`config.mk`:
```
export PLATFORM = sky130hd
export DESIGN_NAME = pll_drp_ctrl
export DESIGN_NICKNAME = d
export VERILOG_FILES = /design/src/rtl/pll_drp_ctrl.sv
export SDC_FILE = /design/constraint.sdc
export NUM_CORES = 1
export LEC_CHECK = 0
export ABC_AREA = 1
export ABC_CLOCK_PERIOD_IN_PS = 2000
export CAP_MARGIN = 20
export CORE_MARGIN = 1.5
export CORE_UTILIZATION = 43
export DETAILED_ROUTE_END_ITERATION = 8
export PLACE_DENSITY_LB_ADDON = 0.1
export SYNTH_ARGS = -nofsm -noshare
export SYNTH_HDL_FRONTEND = slang
export SYNTH_SLANG_ARGS = --single-unit
```
`constraint.sdc`:
```
create_clock -name clk_in -period 2 [get_ports clk_in]
set_input_delay 0.2 -clock clk_in [delete_from_list [all_inputs] [get_ports clk_in]]
set_output_delay 0.2 -clock clk_in [all_outputs]
set_load 0.05 [all_outputs]
```
`src/rtl/pll_drp_ctrl.sv`:
```
// PLLE2_ADV runtime reconfiguration sequencer: holds the PLL in reset,
// read-modify-writes one DRP register table, then waits for lock.
module pll_drp_ctrl #(
  parameter int NUM_CFG = 2,
  parameter int ENTRIES = 4,
  parameter logic [NUM_CFG*ENTRIES*39-1:0] CFG_TABLE = '0,
  parameter int RST_HOLD = 4,
  parameter int DRDY_TIMEOUT = 64,
  parameter int LOCK_TIMEOUT = 65536,
  localparam int CFG_W = (NUM_CFG > 1) ? $clog2(NUM_CFG) : 1
) (
  input  logic             clk_in,
  input  logic             rst_in,
  input  logic             req_valid,
  input  logic [CFG_W-1:0] req_cfg,
  output logic             req_ready,
  output logic [6:0]       drp_daddr,
  output logic             drp_den,
  output logic             drp_dwe,
  output logic [15:0]      drp_di,
  input  logic [15:0]      drp_do,
  input  logic             drp_drdy,
  output logic             pll_rst,
  input  logic             pll_locked,
  output logic             busy,
  output logic             done,
  output logic [1:0]       err_code
);

  localparam int K_W = (ENTRIES > 1) ? $clog2(ENTRIES) : 1;
  localparam int C_MAX1 = (RST_HOLD > DRDY_TIMEOUT) ? RST_HOLD : DRDY_TIMEOUT;
  localparam int C_MAX = (C_MAX1 > LOCK_TIMEOUT) ? C_MAX1 : LOCK_TIMEOUT;
  localparam int CNT_W = $clog2(C_MAX + 1);

  localparam logic [CNT_W-1:0] RST_END = CNT_W'(RST_HOLD - 1);
  localparam logic [CNT_W-1:0] DRDY_END = CNT_W'(DRDY_TIMEOUT - 1);
  localparam logic [CNT_W-1:0] LOCK_END = CNT_W'(LOCK_TIMEOUT - 1);
  localparam logic [K_W-1:0] K_LAST = K_W'(ENTRIES - 1);

  typedef enum logic [2:0] {
    S_IDLE,
    S_RST_WAIT,
    S_RD,
    S_RD_WAIT,
    S_WR,
    S_WR_WAIT,
    S_LOCK_WAIT,
    S_DONE
  } state_t;

  state_t           state;
  logic [1:0]       sync_q;
  logic             locked_s;
  logic [CFG_W-1:0] cfg_q;
  logic [K_W-1:0]   k_q;
  logic [CNT_W-1:0] cnt;

  logic [38:0] ent;
  logic [38:0] ent_nxt;
  logic [6:0]  ent_addr;
  logic [15:0] ent_mask;
  logic [15:0] ent_data;
  logic [15:0] rmw;
  int          base;
  int          nk;

  assign locked_s = sync_q[1];

  // Next-entry lookup lets WR_WAIT launch the following read with no gap.
  always_comb begin
    base = int'(cfg_q) * ENTRIES;
    nk = (k_q == K_LAST) ? 0 : int'(k_q) + 1;
    ent = CFG_TABLE[(base + int'(k_q))*39 +: 39];
    ent_nxt = CFG_TABLE[(base + nk)*39 +: 39];
  end

  assign {ent_addr, ent_mask, ent_data} = ent;
  assign rmw = (drp_do & ent_mask) | ent_data;

  always_ff @(posedge clk_in or negedge rst_in) begin
    if (!rst_in) begin
      state     <= S_IDLE;
      sync_q    <= 2'b00;
      cfg_q     <= '0;
      k_q       <= '0;
      cnt       <= '0;
      req_ready <= 1'b1;
      busy      <= 1'b0;
      done      <= 1'b0;
      err_code  <= 2'd0;
      pll_rst   <= 1'b0;
      drp_den   <= 1'b0;
      drp_dwe   <= 1'b0;
      drp_daddr <= 7'd0;
      drp_di    <= 16'd0;
    end else begin
      sync_q  <= {sync_q[0], pll_locked};
      drp_den <= 1'b0;
      drp_dwe <= 1'b0;
      done    <= 1'b0;
      cnt     <= cnt + 1'b1;
      unique case (state)
        S_IDLE: begin
          if (req_valid) begin
            err_code  <= 2'd0;
            k_q       <= '0;
            cnt       <= '0;
            busy      <= 1'b1;
            req_ready <= 1'b0;
            if (int'(req_cfg) >= NUM_CFG) begin
              err_code <= 2'd1;
              done     <= 1'b1;
              state    <= S_DONE;
            end else begin
              cfg_q   <= req_cfg;
              pll_rst <= 1'b1;
              state   <= S_RST_WAIT;
            end
          end
        end
        S_RST_WAIT: begin
          if (cnt == RST_END) begin
            drp_den   <= 1'b1;
            drp_daddr <= ent_addr;
            state     <= S_RD;
          end
        end
        S_RD: begin
          cnt   <= '0;
          state <= S_RD_WAIT;
        end
        S_RD_WAIT: begin
          if (drp_drdy) begin
            drp_den   <= 1'b1;
            drp_dwe   <= 1'b1;
            drp_daddr <= ent_addr;
            drp_di    <= rmw;
            state     <= S_WR;
          end else if (cnt == DRDY_END) begin
            err_code <= 2'd2;
            pll_rst  <= 1'b0;
            done     <= 1'b1;
            state    <= S_DONE;
          end
        end
        S_WR: begin
          cnt   <= '0;
          state <= S_WR_WAIT;
        end
        S_WR_WAIT: begin
          if (drp_drdy) begin
            cnt <= '0;
            if (k_q == K_LAST) begin
              pll_rst <= 1'b0;
              state   <= S_LOCK_WAIT;
            end else begin
              k_q       <= k_q + 1'b1;
              drp_den   <= 1'b1;
              drp_daddr <= ent_nxt[38:32];
              state     <= S_RD;
            end
          end else if (cnt == DRDY_END) begin
            err_code <= 2'd2;
            pll_rst  <= 1'b0;
            done     <= 1'b1;
            state    <= S_DONE;
          end
        end
        S_LOCK_WAIT: begin
          if (locked_s) begin
            done  <= 1'b1;
            state <= S_DONE;
          end else if (cnt == LOCK_END) begin
            err_code <= 2'd3;
            done     <= 1'b1;
            state    <= S_DONE;
          end
        end
        S_DONE: begin
          busy      <= 1'b0;
          req_ready <= 1'b1;
          state     <= S_IDLE;
        end
        default: state <= S_IDLE;
      endcase
    end
  end

endmodule

```
; ---- Yosys cells after proc, flatten, opt, wreduce, memory -nomap -nowiden
; Cells that the tools add are included.
; W data, S select, Z words.
[word_totals]
word_cells = 111
input_bits = 22
ff_bits = 56
[op_classes]
n_mux = 47
reduce_logical = 16
n_addsub = 5
bitwise_logic = 2
shift = 2
eq_ne = 23
mul = 2
[op_table]
columns = op, n
row1 = $shiftx A312 B11 Y39 const A, 2
row2 = $pmux W17 S3, 1
row3 = $mux W17, 2
row4 = $mux W7, 4
row5 = $mux W3, 9
row6 = $pmux W3 S8, 1
row7 = $pmux W7 S3, 1
row8 = $mul A4 B6 Y10 const B, 2
row9 = $ne A2 B2 Y1 const B, 9
row10 = $add A17 B1 Y17 const B, 1
row11 = $eq A17 B16 Y1 const B, 1
row12 = $eq A17 B2 Y1 const B, 1
row13 = $eq A17 B6 Y1 const B, 1
row14 = $and A16 B16 Y16, 1
row15 = $or A16 B16 Y16, 1
row16 = $mux W1, 15
row17 = $mux W2, 7
row18 = $eq A3 B3 Y1 const B, 4
row19 = $reduce_bool A3 Y1, 3
row20 = $reduce_and A4 Y1, 2
row21 = $eq A3 B2 Y1 const B, 2
row22 = $ne A3 B3 Y1 const B, 2
row23 = $pmux W1 S2, 3
row24 = $pmux W1 S3, 2
row25 = other kinds (16), 20

; ---- Longest topological paths before layout
; Gate-level depths: netlist of run 1.
[logic_depth]
depth_word = 8
depth_mapped = 14

; ---- Worst setup path after synthesis of run 1
; No wires, ideal clock.
[synth_timing]
path_kind = flip-flop to flip-flop
from = register cnt[0]
to = register state[1]
period_less_slack_ns = 1.889
arrival_time_ns = 1.824
required_ns = 1.935
setup_ns = 0.065
setup_slack_ns = 0.111
stages_incl_launch_ff = 15
cell_sequence = dfrtp_1 ha_1 nand4_4 nor2_2 nand2_1 inv_1 nand3_1 nor2_1 ha_1 nor2_1 nand2_1 nand2_1 a21oi_1 nand2_1 nand2_1
[synth_between]
elab_chain_cells = 4
word_cells_on_any_way = 10
classes_between = 5 x eq/ne / 4 x mux / 1 x reduce/logical
[synth_rtl]
columns = element, line
row1 = from (decl), 56  ; logic [CNT_W-1:0] cnt;
row2 = from (signal assigned), 101  ; cnt <= cnt + 1'b1;
row3 = $eq A17 B6 Y1, "139, 162"
row4 = $mux W3, n/a
row5 = $mux W3 (on tied branches), n/a
row6 = $pmux W3 S8, n/a
row7 = to (signal assigned), 138  ; state <= S_WR;
row8 = to (signal assigned), 143  ; state <= S_DONE;
row9 = to (signal assigned), 166  ; state <= S_DONE;
row10 = to (decl), 51  ; state_t state;
; Several ways; a longest one is shown, not always the timed one.
; A chain may end at the register's enable or synchronous reset.

; ---- Final worst setup path of run 1
[layout_timing]
from = register cnt[1]
to = register err_code[0]
[layout_between]
elab_chain_cells = 3
word_cells_on_any_way = 5
classes_between = 4 x eq/ne / 1 x reduce/logical
[layout_rtl]
columns = element, line
row1 = $eq A17 B16 Y1 / $eq A17 B6 Y1 (equally long branches), "173, 139, 162"
row2 = $ne A2 B2 Y1 (no source line) / $ne A2 B1 Y1 (equally long branches), n/a
row3 = $reduce_and A6 Y1 (no source line) (*), n/a
row4 = to (signal assigned), 140  ; err_code <= 2'd2;
row5 = to (signal assigned), 163  ; err_code <= 2'd2;
row6 = to (signal assigned), 174  ; err_code <= 2'd3;
row7 = to (decl), 27  ; output logic [1:0] err_code
; Every way passes the cells marked *; elsewhere a longest branch is shown, timed or not.

==> results of run 1 <==
==> state kept, by name, indices dropped and copies added (netlist names) <==
name       count
cnt           17
state          3
pll_rst        1
req_ready      1
sync_q         2
drp_dwe        1
drp_den        1
busy           1
k_q            2
done           1
err_code       2
==> cell type report <==
cell class	instances	area, sq um	area share, %
Sequential cell	32	802.0	35.99
Inverter	34	130.1	5.839
Multi-Input combinational cell	180	930.9	41.77
Clock buffer	8	90.09	4.043
Timing Repair Buffer	24	210.2	9.433
Tap cell	52	65.06	2.920
==> worst max path at each step <==
stage | startpoint | slack (ns) | end
2_1_floorplan | cnt[0] | 0.11 | state[1]
3_5_place_dp | cnt[1] | 0.06 | state[1]
4_1_cts | cnt[1] | 0.03 | state[1]
5_1_grt | cnt[1] | -0.05 | err_code[0]
6_report | cnt[1] | 0.12 | err_code[0]
3_3_place_gp | cnt[1] | 0.06 | state[1]
==> Yosys cell counts, types with 2 or more instances <==
| cell type | instances | area share, % |
|---|---|---|
| xor2_1 | 2 | 0.91 |
| nand4_4 | 2 | 2.2 |
| nand2_2 | 3 | 0.97 |
| inv_1 | 31 | 6.0 |
| nor3_2 | 2 | 1.0 |
| inv_2 | 2 | 0.39 |
| buf_4 | 25 | 9.7 |
| nor2_1 | 38 | 7.4 |
| nand3_1 | 15 | 3.9 |
| o21ai_0 | 9 | 2.3 |
| ha_1 | 3 | 1.9 |
| nand3_2 | 3 | 1.6 |
| o21ai_1 | 5 | 1.3 |
| nand4_1 | 2 | 0.65 |
| nand2_1 | 51 | 9.9 |
| nor2_2 | 4 | 1.3 |
| a21oi_1 | 7 | 1.8 |
| nor3_1 | 3 | 0.78 |
| dfrtp_1 | 31 | 40 |
==> per-layer routing <==
layer | global-route usage (%) | part of all wire (%)
met5 | 0 | 0
met4 | 6.410 | 1.4
met3 | 3.608 | 4.1
met2 | 24.23 | 47
met1 | 21.81 | 47
==> power by group <==
part / total (mW) / internal, mW / switching, mW
Combinational: 1.20 / 0.378 / 0.819
Clock: 0.506 / 0.280 / 0.225
Sequential: 0.863 / 0.760 / 0.103
==> layout by cell type, fill, tap and decap left out, types with 4 or more instances in the layout <==
| cell | n |
|---|---|
| nand3_2 | 5 |
| nand2_2 | 9 |
| inv_1 | 30 |
| dfrtp_1 | 31 |
| clkbuf_8 | 6 |
| conb_1 | 23 |
| clkdlybuf4s50_1 | 12 |
| nand3_1 | 13 |
| o21ai_1 | 5 |
| buf_4 | 12 |
| nand2_1 | 45 |
| nor2_2 | 4 |
| a21oi_1 | 7 |
| o21ai_0 | 9 |
| nor2_1 | 36 |
==> stage by stage <==
stage / TNS, ns / cell area, sq um / total power, mW
floorplan: 0 / 2009 / 1.794
global placement: 0 / 2071 / 2.027
detailed placement: 0 / 2071 / 2.034
CTS: 0 / 2161 / 2.551
global route: -0.07240 / 2228 / 2.765
finish: 0 / 2228 / 2.564
==> cell families after synthesis <==
logic type	count (synthesis)
simple gates	124
buf+inv	60
flops	32
compound gates	27
xor+xnor	3
fa+ha+maj	3
other cells	1
==> what timing repair did <==
item,CTS,global route
setup endpoints to repair,0,4
endpoints found under the hold margin,0,0
hold buffers,0,0
setup buffers,0,3
resized for setup,0,15
==> results.tsv, run 1 <==
metric	value	unit
WP depth	13	
drt wl/cell	11.04	microns
CP top delay family	simple AND/OR/NAND/NOR gates	
mux contribution to synthesized area	0	%
share of layout cells above drive strength 1	18.35	%
post-layout min period	1.877	ns
Hold Path Class	in -> async	
final hold vios	0	
Die H	69.94	microns
core area	0.004324	sq mm
grt ovf	0	
critical path's slowest cell	dfrtp_1	
initial antenna violation count	0	
Synth Area in Compound Gates	7.857	%
FF-to-FF Start	cnt[1]	
WP data required	2.17	ns
worst-path fanout max	2	
CP most frequent cell	nand2_2	
pre-CTS setup slack	0.06433	ns
Die ar.	0.004892	sq mm
max-slew violation count	0	
PwrDens	1151	mW/mm^2
I/O pin total	53	
Main synth FF type	dfrtp_1	
number of global-route vias before repair	1388	
CP Buf/Inv Count	1	
Peak Freq	0.5327	GHz
number of synthesized flops with an enable pin	0	
synth unique cells	31	
clock tree from TritonCTS	built	
launching element type of the critical path	register	
Final nets	302	
Max rail drop VDD	0.4118	mV
synth warn	0	
FF-to-FF End	err_code[0]	
Synth Instances	250	
fraction of registers with async set/reset	100.0	%
Simple-Gate Fraction of Synth Area	30.32	%
Final Setup Violations	0	
sequential area share after synthesis	41.62	%
Reg2Reg Setup Slack	0.12	ns
clk_skew	0.005487	ns
reg2reg path depth	13	
post-route insts no fill	330	
area share of xor/xnor cells in the synthesized design	1.364	%
placed insts	319	
largest net degree at the start of global routing	33	
Reg clk slew, reported paths	0.06	ns
initial cell density of the core	44.56	%
largest family of logic cells by synthesized area	simple AND/OR/NAND/NOR gates	
Final WS setup	0.1227	ns
Post-Route WL	3642	microns
first-pass iteration count of the detailed router	4	
ant diodes	0	
Seq cells post-synth	32	
Setup CP Type	reg -> reg	
crit-path cells	ha_2 > nand4_4 > nor2_4 > nand2_2 > inv_2 > nand3_2 > nor2_2 > ha_2 > nand3_2 > nand2_2 > nand2_2 > nand2_2 > nand2_1	
CP arrival	2.04	ns
GR Util All Layers	15.86	%
Core Util, Final	51.53	%
antenna-violating nets left	0	
clock latency at the later pin of the worst-skew pair	0.28	ns
clock buffer count from CTS	5	
H-tree depth	2	
CP Capture Type	register	
Port Buffers	12	
Rows	24	
CTS root buffer	clkbuf_8	
Synth Area in Adders	1.948	%
first-pass GRT wire length	6265	microns
routed vias	1545	
Avg Vias per Cell	4.682	
CP peak stage delay	0.35	ns
area of the mapped netlist	0.001927	sq mm
CTS sink cnt	32	
period utilization	93.86	%
Synth Area per Inst	7.707	sq um
Die W	69.94	microns
CTS Buffer Depth	2	
HPWL after detailed placement	2656	microns
initial drt markers	69	
DRC	0	
filler instances	430	
static leakage	1.133	nW
Area Growth Syn to Fin	15.65	%
hold_ws	0.3218	ns
outcome	completed	
Max Cap Violations	0	
Final GP Congestion	0.7981	
No activity file was read; power rests on OpenSTA's default activity.
==> run 2: changes to the inputs <==
--- a/config.mk
+++ b/config.mk
@@ -7,7 +7,6 @@
 export LEC_CHECK = 0
 export ABC_AREA = 1
 export ABC_CLOCK_PERIOD_IN_PS = 2000
-export CAP_MARGIN = 20
 export CORE_MARGIN = 1.5
 export CORE_UTILIZATION = 43
 export DETAILED_ROUTE_END_ITERATION = 8
==> results of run 2 <==
No change in the layout: final DEF, timing and power equal those of run 1.
